### src/rtl/alu_exec_stage.sv
// alu_exec_stage
// Execute-stage sequencer in front of a combinational RV32I ALU.
//
// The stage has two pipeline registers:
//   - Stage A holds a decoded instruction. It drives alu_op, alu_x and alu_y.
//   - Stage B captures the ALU result and flag into registered outputs.
//
// Ports:
//   clk, rst          rising-edge clock, asynchronous active-high reset
//   in_valid/in_ready decode-side handshake
//   in_opcode, in_funct3, in_funct7, in_pc, in_rs1, in_rs2, in_imm, in_rd
//                     decoded instruction fields
//   alu_op, alu_x, alu_y  drive to the external ALU (zero while A is empty)
//   alu_result, alu_flag  combinational ALU response
//   out_valid/out_ready   writeback-side handshake
//   out_result, out_rd, out_we, out_br_taken, out_br_target, out_illegal
//                     registered execute results
module alu_exec_stage (
  input  logic        clk,
  input  logic        rst,
  input  logic        in_valid,
  output logic        in_ready,
  input  logic [6:0]  in_opcode,
  input  logic [2:0]  in_funct3,
  input  logic [6:0]  in_funct7,
  input  logic [31:0] in_pc,
  input  logic [31:0] in_rs1,
  input  logic [31:0] in_rs2,
  input  logic [31:0] in_imm,
  input  logic [4:0]  in_rd,
  output logic [3:0]  alu_op,
  output logic [31:0] alu_x,
  output logic [31:0] alu_y,
  input  logic [31:0] alu_result,
  input  logic        alu_flag,
  output logic        out_valid,
  input  logic        out_ready,
  output logic [31:0] out_result,
  output logic [4:0]  out_rd,
  output logic        out_we,
  output logic        out_br_taken,
  output logic [31:0] out_br_target,
  output logic        out_illegal
);

  localparam logic [3:0] OP_AND = 4'b0000;
  localparam logic [3:0] OP_OR  = 4'b0001;
  localparam logic [3:0] OP_XOR = 4'b0010;
  localparam logic [3:0] OP_ADD = 4'b0011;
  localparam logic [3:0] OP_SUB = 4'b0100;
  localparam logic [3:0] OP_MUL = 4'b0101;
  localparam logic [3:0] OP_SRL = 4'b0110;
  localparam logic [3:0] OP_SLL = 4'b0111;
  localparam logic [3:0] OP_EQ  = 4'b1000;
  localparam logic [3:0] OP_NE  = 4'b1001;
  localparam logic [3:0] OP_LT  = 4'b1010;
  localparam logic [3:0] OP_GE  = 4'b1011;

  localparam logic [6:0] OPC_OP     = 7'b0110011;
  localparam logic [6:0] OPC_OPIMM  = 7'b0010011;
  localparam logic [6:0] OPC_BRANCH = 7'b1100011;
  localparam logic [6:0] OPC_LUI    = 7'b0110111;
  localparam logic [6:0] OPC_AUIPC  = 7'b0010111;
  localparam logic [6:0] OPC_LOAD   = 7'b0000011;
  localparam logic [6:0] OPC_STORE  = 7'b0100011;
  localparam logic [6:0] OPC_JAL    = 7'b1101111;
  localparam logic [6:0] OPC_JALR   = 7'b1100111;

  // Stage A: decoded instruction
  logic        a_valid_q;
  logic [3:0]  a_op_q;
  logic [31:0] a_x_q, a_y_q, a_tgt_q;
  logic [4:0]  a_rd_q;
  logic        a_we_q, a_br_q, a_jmp_q, a_ill_q;

  // Stage B: registered results
  logic        b_valid_q;
  logic [31:0] b_result_q, b_tgt_q;
  logic [4:0]  b_rd_q;
  logic        b_we_q, b_taken_q, b_ill_q;

  // Decoder outputs
  logic [3:0]  dec_op_d;
  logic [31:0] dec_x_d, dec_y_d, dec_tgt_d;
  logic        dec_legal, dec_wb, dec_br, dec_jmp;
  logic [31:0] br_sum, jalr_sum, y_src;
  logic        is_reg, f7_zero;

  logic        b_free, in_fire;
  logic [31:0] b_result_d;
  logic        b_taken_d;

  assign b_free   = !b_valid_q || out_ready;
  assign in_ready = !a_valid_q || b_free;
  assign in_fire  = in_valid && in_ready;

  // Instruction decode into ALU opcode, operands and control fields
  always_comb begin
    dec_op_d  = OP_AND;
    dec_x_d   = 32'd0;
    dec_y_d   = 32'd0;
    dec_tgt_d = 32'd0;
    dec_legal = 1'b0;
    dec_wb    = 1'b0;
    dec_br    = 1'b0;
    dec_jmp   = 1'b0;
    // Dedicated target adders, independent of the ALU
    br_sum    = in_pc + in_imm;
    jalr_sum  = in_rs1 + in_imm;
    is_reg    = (in_opcode == OPC_OP);
    f7_zero   = (in_funct7 == 7'b0000000);
    y_src     = is_reg ? in_rs2 : in_imm;
    case (in_opcode)
      OPC_OP, OPC_OPIMM: begin
        dec_x_d = in_rs1;
        dec_y_d = y_src;
        dec_wb  = 1'b1;
        case (in_funct3)
          3'b000: begin
            // OP-IMM f3=000 is always ADDI; register form selects by funct7
            if (!is_reg || f7_zero) begin
              dec_op_d  = OP_ADD;
              dec_legal = 1'b1;
            end else if (in_funct7 == 7'b0100000) begin
              dec_op_d  = OP_SUB;
              dec_legal = 1'b1;
            end else if (in_funct7 == 7'b0000001) begin
              dec_op_d  = OP_MUL;
              dec_legal = 1'b1;
            end else begin
              dec_legal = 1'b0;
            end
          end
          3'b111: begin dec_op_d = OP_AND; dec_legal = !is_reg || f7_zero; end
          3'b110: begin dec_op_d = OP_OR;  dec_legal = !is_reg || f7_zero; end
          3'b100: begin dec_op_d = OP_XOR; dec_legal = !is_reg || f7_zero; end
          3'b010: begin dec_op_d = OP_LT;  dec_legal = !is_reg || f7_zero; end
          3'b001: begin
            dec_op_d  = OP_SLL;
            dec_y_d   = {27'd0, y_src[4:0]};
            dec_legal = f7_zero;
          end
          3'b101: begin
            // funct7=0100000 (SRA/SRAI) is not supported and falls out illegal
            dec_op_d  = OP_SRL;
            dec_y_d   = {27'd0, y_src[4:0]};
            dec_legal = f7_zero;
          end
          default: dec_legal = 1'b0;
        endcase
      end
      OPC_BRANCH: begin
        dec_x_d   = in_rs1;
        dec_y_d   = in_rs2;
        dec_br    = 1'b1;
        dec_tgt_d = br_sum;
        case (in_funct3)
          3'b000:  begin dec_op_d = OP_EQ; dec_legal = 1'b1; end
          3'b001:  begin dec_op_d = OP_NE; dec_legal = 1'b1; end
          3'b100:  begin dec_op_d = OP_LT; dec_legal = 1'b1; end
          3'b101:  begin dec_op_d = OP_GE; dec_legal = 1'b1; end
          default: dec_legal = 1'b0;
        endcase
      end
      OPC_LUI: begin
        dec_op_d = OP_ADD; dec_y_d = in_imm; dec_wb = 1'b1; dec_legal = 1'b1;
      end
      OPC_AUIPC: begin
        dec_op_d = OP_ADD; dec_x_d = in_pc; dec_y_d = in_imm;
        dec_wb = 1'b1; dec_legal = 1'b1;
      end
      OPC_LOAD, OPC_STORE: begin
        dec_op_d = OP_ADD; dec_x_d = in_rs1; dec_y_d = in_imm; dec_legal = 1'b1;
      end
      OPC_JAL: begin
        dec_op_d = OP_ADD; dec_x_d = in_pc; dec_y_d = 32'd4;
        dec_wb = 1'b1; dec_jmp = 1'b1; dec_tgt_d = br_sum; dec_legal = 1'b1;
      end
      OPC_JALR: begin
        dec_op_d = OP_ADD; dec_x_d = in_pc; dec_y_d = 32'd4;
        dec_wb = 1'b1; dec_jmp = 1'b1; dec_tgt_d = jalr_sum & ~32'd1;
        dec_legal = 1'b1;
      end
      default: dec_legal = 1'b0;
    endcase
  end

  // Stage A register: load on accept, empty when its content moves to B
  always_ff @(posedge clk or posedge rst) begin
    if (rst) begin
      a_valid_q <= 1'b0;
      a_op_q    <= OP_AND;
      a_x_q     <= 32'd0;
      a_y_q     <= 32'd0;
      a_tgt_q   <= 32'd0;
      a_rd_q    <= 5'd0;
      a_we_q    <= 1'b0;
      a_br_q    <= 1'b0;
      a_jmp_q   <= 1'b0;
      a_ill_q   <= 1'b0;
    end else if (in_fire) begin
      // Illegal instructions are squashed to a zeroed, side-effect-free slot
      a_valid_q <= 1'b1;
      a_op_q    <= dec_legal ? dec_op_d : OP_AND;
      a_x_q     <= dec_legal ? dec_x_d : 32'd0;
      a_y_q     <= dec_legal ? dec_y_d : 32'd0;
      a_tgt_q   <= dec_legal ? dec_tgt_d : 32'd0;
      a_rd_q    <= in_rd;
      a_we_q    <= dec_legal && dec_wb && (in_rd != 5'd0);
      a_br_q    <= dec_legal && dec_br;
      a_jmp_q   <= dec_legal && dec_jmp;
      a_ill_q   <= !dec_legal;
    end else if (b_free) begin
      a_valid_q <= 1'b0;
    end
  end

  assign alu_op = a_valid_q ? a_op_q : OP_AND;
  assign alu_x  = a_valid_q ? a_x_q : 32'd0;
  assign alu_y  = a_valid_q ? a_y_q : 32'd0;

  assign b_result_d = a_ill_q ? 32'd0 : alu_result;
  assign b_taken_d  = a_br_q ? alu_flag : a_jmp_q;

  // Stage B register: capture ALU response whenever B can accept
  always_ff @(posedge clk or posedge rst) begin
    if (rst) begin
      b_valid_q  <= 1'b0;
      b_result_q <= 32'd0;
      b_tgt_q    <= 32'd0;
      b_rd_q     <= 5'd0;
      b_we_q     <= 1'b0;
      b_taken_q  <= 1'b0;
      b_ill_q    <= 1'b0;
    end else if (b_free) begin
      b_valid_q <= a_valid_q;
      if (a_valid_q) begin
        b_result_q <= b_result_d;
        b_tgt_q    <= a_tgt_q;
        b_rd_q     <= a_rd_q;
        b_we_q     <= a_we_q;
        b_taken_q  <= b_taken_d;
        b_ill_q    <= a_ill_q;
      end
    end
  end

  assign out_valid     = b_valid_q;
  assign out_result    = b_result_q;
  assign out_rd        = b_rd_q;
  assign out_we        = b_we_q;
  assign out_br_taken  = b_taken_q;
  assign out_br_target = b_tgt_q;
  assign out_illegal   = b_ill_q;

endmodule

### config.mk
export PLATFORM = sky130hd
export DESIGN_NAME = alu_exec_stage
export DESIGN_NICKNAME = d
export VERILOG_FILES = /design/src/rtl/alu_exec_stage.sv
export SDC_FILE = /design/constraint.sdc
export NUM_CORES = 1
export LEC_CHECK = 0
export ABC_AREA = 1
export CAP_MARGIN = 20
export CELL_PAD_IN_SITES_DETAIL_PLACEMENT = 0
export CELL_PAD_IN_SITES_GLOBAL_PLACEMENT = 2
export CORE_UTILIZATION = 28
export CTS_CLUSTER_SIZE = 28
export DETAILED_ROUTE_END_ITERATION = 6
export PLACE_DENSITY_LB_ADDON = 0.1
export REMOVE_ABC_BUFFERS = 1
export SLEW_MARGIN = 20
export SYNTH_ARGS = -nofsm -noshare
export SYNTH_HDL_FRONTEND = slang
export SYNTH_SLANG_ARGS = --single-unit
### constraint.sdc
create_clock -name clk -period 9.1 [get_ports clk]
set_input_delay 1.82 -clock clk [delete_from_list [all_inputs] [get_ports clk]]
set_output_delay 1.82 -clock clk [all_outputs]
set_load 0.05 [all_outputs]
## Word-level counts from Yosys, hierarchy flattened

Index checks and enable logic that the tools add are counted.

- Register bits after elaboration: 183
- Bits of input ports: 187
- Memories: 0
- RAM bits: 0
- Word-level logic and storage cells: 95
- Bits in read-only memories: 0
- Latch bits: 0
- Output and inout bits: 142

- Shift operators: 0
- Eq/ne operators: 17
- $lt $le $gt $ge: 0
- Bitwise logic cells: 0
- Muxes and demuxes: 31
- Reductions and logical operators: 28
- Add/subtract/negate cells: 2
- Multiply operators: 0
- Divide/modulo/power cells: 0

Operators by type and width:

| cell | number |
|---|---|
| 32-bit two-way mux | 8 |
| 32-bit one-hot mux with 2 select lines | 2 |
| 32-bit one-hot mux with 4 select lines | 1 |
| 32-bit adder | 2 |
| 7-bit by 6-bit == test with 1-bit output, second input constant | 4 |
| 4-bit one-hot mux with 6 select lines | 1 |
| 7-bit == test, second input constant | 3 |
| 4-bit one-hot mux with 4 select lines | 1 |
| 7-bit by 5-bit == test with 1-bit output, second input constant | 2 |
| 3-bit == test, second input constant | 4 |
| 4-bit one-hot mux with 3 select lines | 1 |
| 4-bit OR reduction | 3 |
| 6-bit OR reduction | 2 |
| 1-bit two-way mux | 10 |
| 3-bit two-way mux | 3 |
| 4-bit two-way mux | 2 |
| 2-bit OR reduction | 4 |
| 7-bit by 1-bit == test with 1-bit output, second input constant | 1 |
| 7-bit by 2-bit == test with 1-bit output, second input constant | 1 |
| 7-bit logical NOT | 1 |
| 1-bit one-hot mux with 3 select lines | 2 |
| 1-bit logical AND | 5 |
| 5-bit nonzero test | 1 |
| 5-bit OR reduction | 1 |
| 8 further kinds | 13 |

## Logic depth before layout (Yosys ltp)

- Depth after elaboration: 8
- Depth in mapped cells: 16
- Gate-level depth less buffers: 16

## Least setup slack after synthesis

No wires, ideal clock.

- Path type: input to output
- Start point: input port out_ready
- End point: output port in_ready
- Stages on the path: 2
- Arrival: 2,280 ps
- Setup slack: 5,000 ps
- Path buffers: 0
- Data required time: 7,280 ps
- Cell sequence: inv_1 nand3_1

- Cells in the longest elaborated chain, start to end: 2

Ends and longest elaborated chain:

| item | line | source |
|---|---|---|
| start: declaration | 37 | `input logic out_ready,` |
| 1-bit logical OR | 93 | `assign b_free = !b_valid_q \|\| out_ready;` |
| 1-bit logical OR | 94 | `assign in_ready = !a_valid_q \|\| b_free;` |
| end: declaration | 22 | `output logic in_ready,` |

No other way between the ends.

## Worst setup path after layout

Ends and elaborated chain as after synthesis.

==> results_dict.tcl <==
set metrics [dict create \
    run_status "finished, final reports clean" \
    drtIter0Drc 840 \
    synth_edf_count 0 \
    post_cts_resized 0 \
    fin_util_pct 37.7 \
    rows 81 \
    async_reset_ff_share_pct 100 \
    htreeDepth 4 \
    finalHoldViolations 0 \
    area_growth_pct 32.8 \
    final_common_cell "nand2_1" \
    path_clk_slew_ns 0.08 \
    cts_hold_buf 0 \
    overflow 0 \
    viasPerCell 4.58 \
    post_cts_buffers 0 \
    clock_skew_ns 0.0114 \
    io-pin-count 329 \
    synth_seq_cells 183 \
    cp_max_fo 3 \
    post_drt_wl_per_cell_um 18.2 \
    power.internal_mw 1.44 \
    clockRootBuffer "clkbuf_16" \
    tritoncts "built" \
    wl_mm 58.7 \
    seq_power_share_pct 36.4 \
    antenna_cells 0 \
    timing.critical_path.mode_cell "clkdlybuf4s50_1" \
    antenna_found_initial 0 \
    route.detailed.drc 0 \
    grt_util_all_layers_pct 23.5 \
    maxCapViolCount 0 \
    power_frac_comb_pct 28.8 \
    synth.avg_cell_area_um2 6.14 \
    dr.pass1.iters 5 \
    finalNetCount 2804 \
    grt_max_degree 75 \
    ys_dominant_reg_cell "dfrtp_1" \
    gp_congestion 0.855 \
    die_y_um 225 \
    critPathSlowestCell "clkdlybuf4s50_1" \
    die_area_mm2 0.0506 \
    leakage_nw 10.5 \
    die_x_um 225 \
    dp.cells 3199 \
    synthesis.instances 2265 \
    setup_tns_ns 0 \
    syn_area_mm2 0.0139 \
    setup_ws_ns 3.98 \
    swShare_pct 38.1 \
    cp_top_family "buffers and inverters" \
    seq_area_frac_synth_pct 32.9 \
    synth_cell_type_count 40 \
    drv_slew 0 \
    setup_viol 0 \
    clockBufferDepth 2 \
    mostFrequentLayoutCells "1004 x nand2_1, 405 x inv_1, 328 x clkdlybuf4s50_1" \
    ir_worst_vdd_mv 0.127 \
    grt_pass1_wl_mm 88.3 \
    hold_path_class "reg -> reg" \
    critPathBufInv 3 \
    switching_power_mw 0.884 \
    arrival_ns 3.30 \
    cp.required_ns 7.28 \
    crit_path_max_incr_delay_ns 0.84 \
    path_cells "clkdlybuf4s50_1, inv_1, nand3_1, clkdlybuf4s50_1" \
    worst_slew_pin_slew_ns 1.04 \
    final_cells 3231 \
    layout-drive-gt1-share_pct 2.92 \
    period_needed_ns 5.12 \
    pwr-share-clk_pct 34.8 \
    core_mm2 0.0490 \
    rsz0062_at_grt "false" \
    crit_type "in -> out" \
    start_util_pct 28.4 \
    ant_nets 0 \
    max_freq_ghz 0.195 \
    start_kind "input pin" \
    numCtsBuffers 17 \
    grt_pass1_vias 14600 \
    vias 14800 \
    clkSinkCount 183 \
    max-slew-margin-rel_pct 30.5 \
    dp_hpwl_mm 45.7 \
    place_ws_ns 3.63 \
    port_buffers 328 \
    pwr_density_cell_mw_per_mm2 126 \
    clk_latency_ns 0.50 \
    period_share_pct 56.3 \
    yosys_warnings 0 \
    cp-end-kind "output port" \
]
[worst register-to-register path: stages (launching register included)]
cell and delay, ns:
dfrtp_2 0.34, buf_4 0.65, nand3_1 0.32, nand2_4 0.63, inv_1 0.24, nand2_4 0.34, inv_2 0.40, buf_4 0.41
nand2_1 0.15, nand3_1 0.07
[per-layer routing]
layer,track usage (%),part of all wire (%)
met2,41.5,49
met1,29.4,44
met4,7.07,2.0
met5,0,0
met3,3.39,4.1
[sequential cells by signal, summed over array words and instances (netlist names), 4 cells and up]
| register | flops |
|---|---|
| a_tgt_q | 32 |
| a_x_q | 32 |
| a_y_q | 32 |
| out_br_target | 32 |
| out_result | 32 |
| a_rd_q | 5 |
| out_rd | 5 |
| a_op_q | 4 |
[cells by family (layout without fill, tap and decap cells)]
logic type                 Yosys count  count (layout)  synth area share, %
buffers and inverters              483             785                 13.3
adders and majority gates           63              63                 5.77
DFF                                183             183                 32.9
and+or+nand+nor                   1272            1272                 36.5
AOI/OAI and AO/OA                  256             256                 11.1
xor gates and xnor gates             8               8                0.504
[power by group through the flow]
stage                     combinational (mW)  clock [mW]  sequential [mW]
after detailed placement               0.676           0            0.862
after floorplan                        0.314           0            0.927
after CTS                              0.679       0.834            0.846
final                                  0.670       0.807            0.846
after global placement                 0.676           0            0.861
after global routing                   0.742       0.857            0.848
[worst paths after layout]
path	from	cells past startpoint	slack, ns	end
worst max-delay path	out_ready	4	3.98	in_ready
worst min-delay path	a_we_q$_DFFE_PP0P_	2	0.46	out_we$_DFFE_PP0P_
worst max register to register	a_valid_q$_DFFE_PP0P_	9	5.43	a_y_q[22]$_DFFE_PP0P_
worst min register to register	a_we_q$_DFFE_PP0P_	2	0.46	out_we$_DFFE_PP0P_
max in group asynchronous	rst	3	6.02	a_x_q[24]$_DFFE_PP0P_
min in group asynchronous	rst	2	1.75	out_rd[2]$_DFFE_PP0P_
[final cells by class]
type,count,area [um^2]
fill,5415,30500
multi-input combinational,1599,7520
sequential,183,4580
timing repair buffer,340,3370
inverter,413,1560
tap,664,831
clock buffer,17,425
clock inverter,15,188
[metrics by stage]
stage | hold WS (ns) | instance area [um^2] | total power, mW
after floorplan | 0.442 | 13600 | 1.24
after global placement | 0.451 | 17900 | 1.54
after detailed placement | 0.455 | 17900 | 1.54
after CTS | 0.472 | 18500 | 2.36
after global routing | 0.491 | 18500 | 2.45
final | 0.464 | 18500 | 2.32
[Yosys cell counts (5+ instances only)]
master | n | area, um^2
nor2_1 | 104 | 390
dfrtp_1 | 183 | 4580
o21ai_0 | 86 | 430
or2_2 | 6 | 37.5
inv_2 | 6 | 22.5
inv_1 | 406 | 1520
nor3_1 | 5 | 25.0
nand4_1 | 12 | 75.1
o21bai_1 | 5 | 37.5
clkbuf_1 | 56 | 210
a22o_1 | 33 | 289
nand3b_1 | 7 | 52.6
nand3_1 | 115 | 576
buf_2 | 7 | 35.0
nand2_1 | 1007 | 3780
ha_1 | 61 | 763
o221ai_1 | 10 | 87.6
o22ai_1 | 35 | 219
a21oi_1 | 72 | 360
Power figures use the tool's default switching activity.
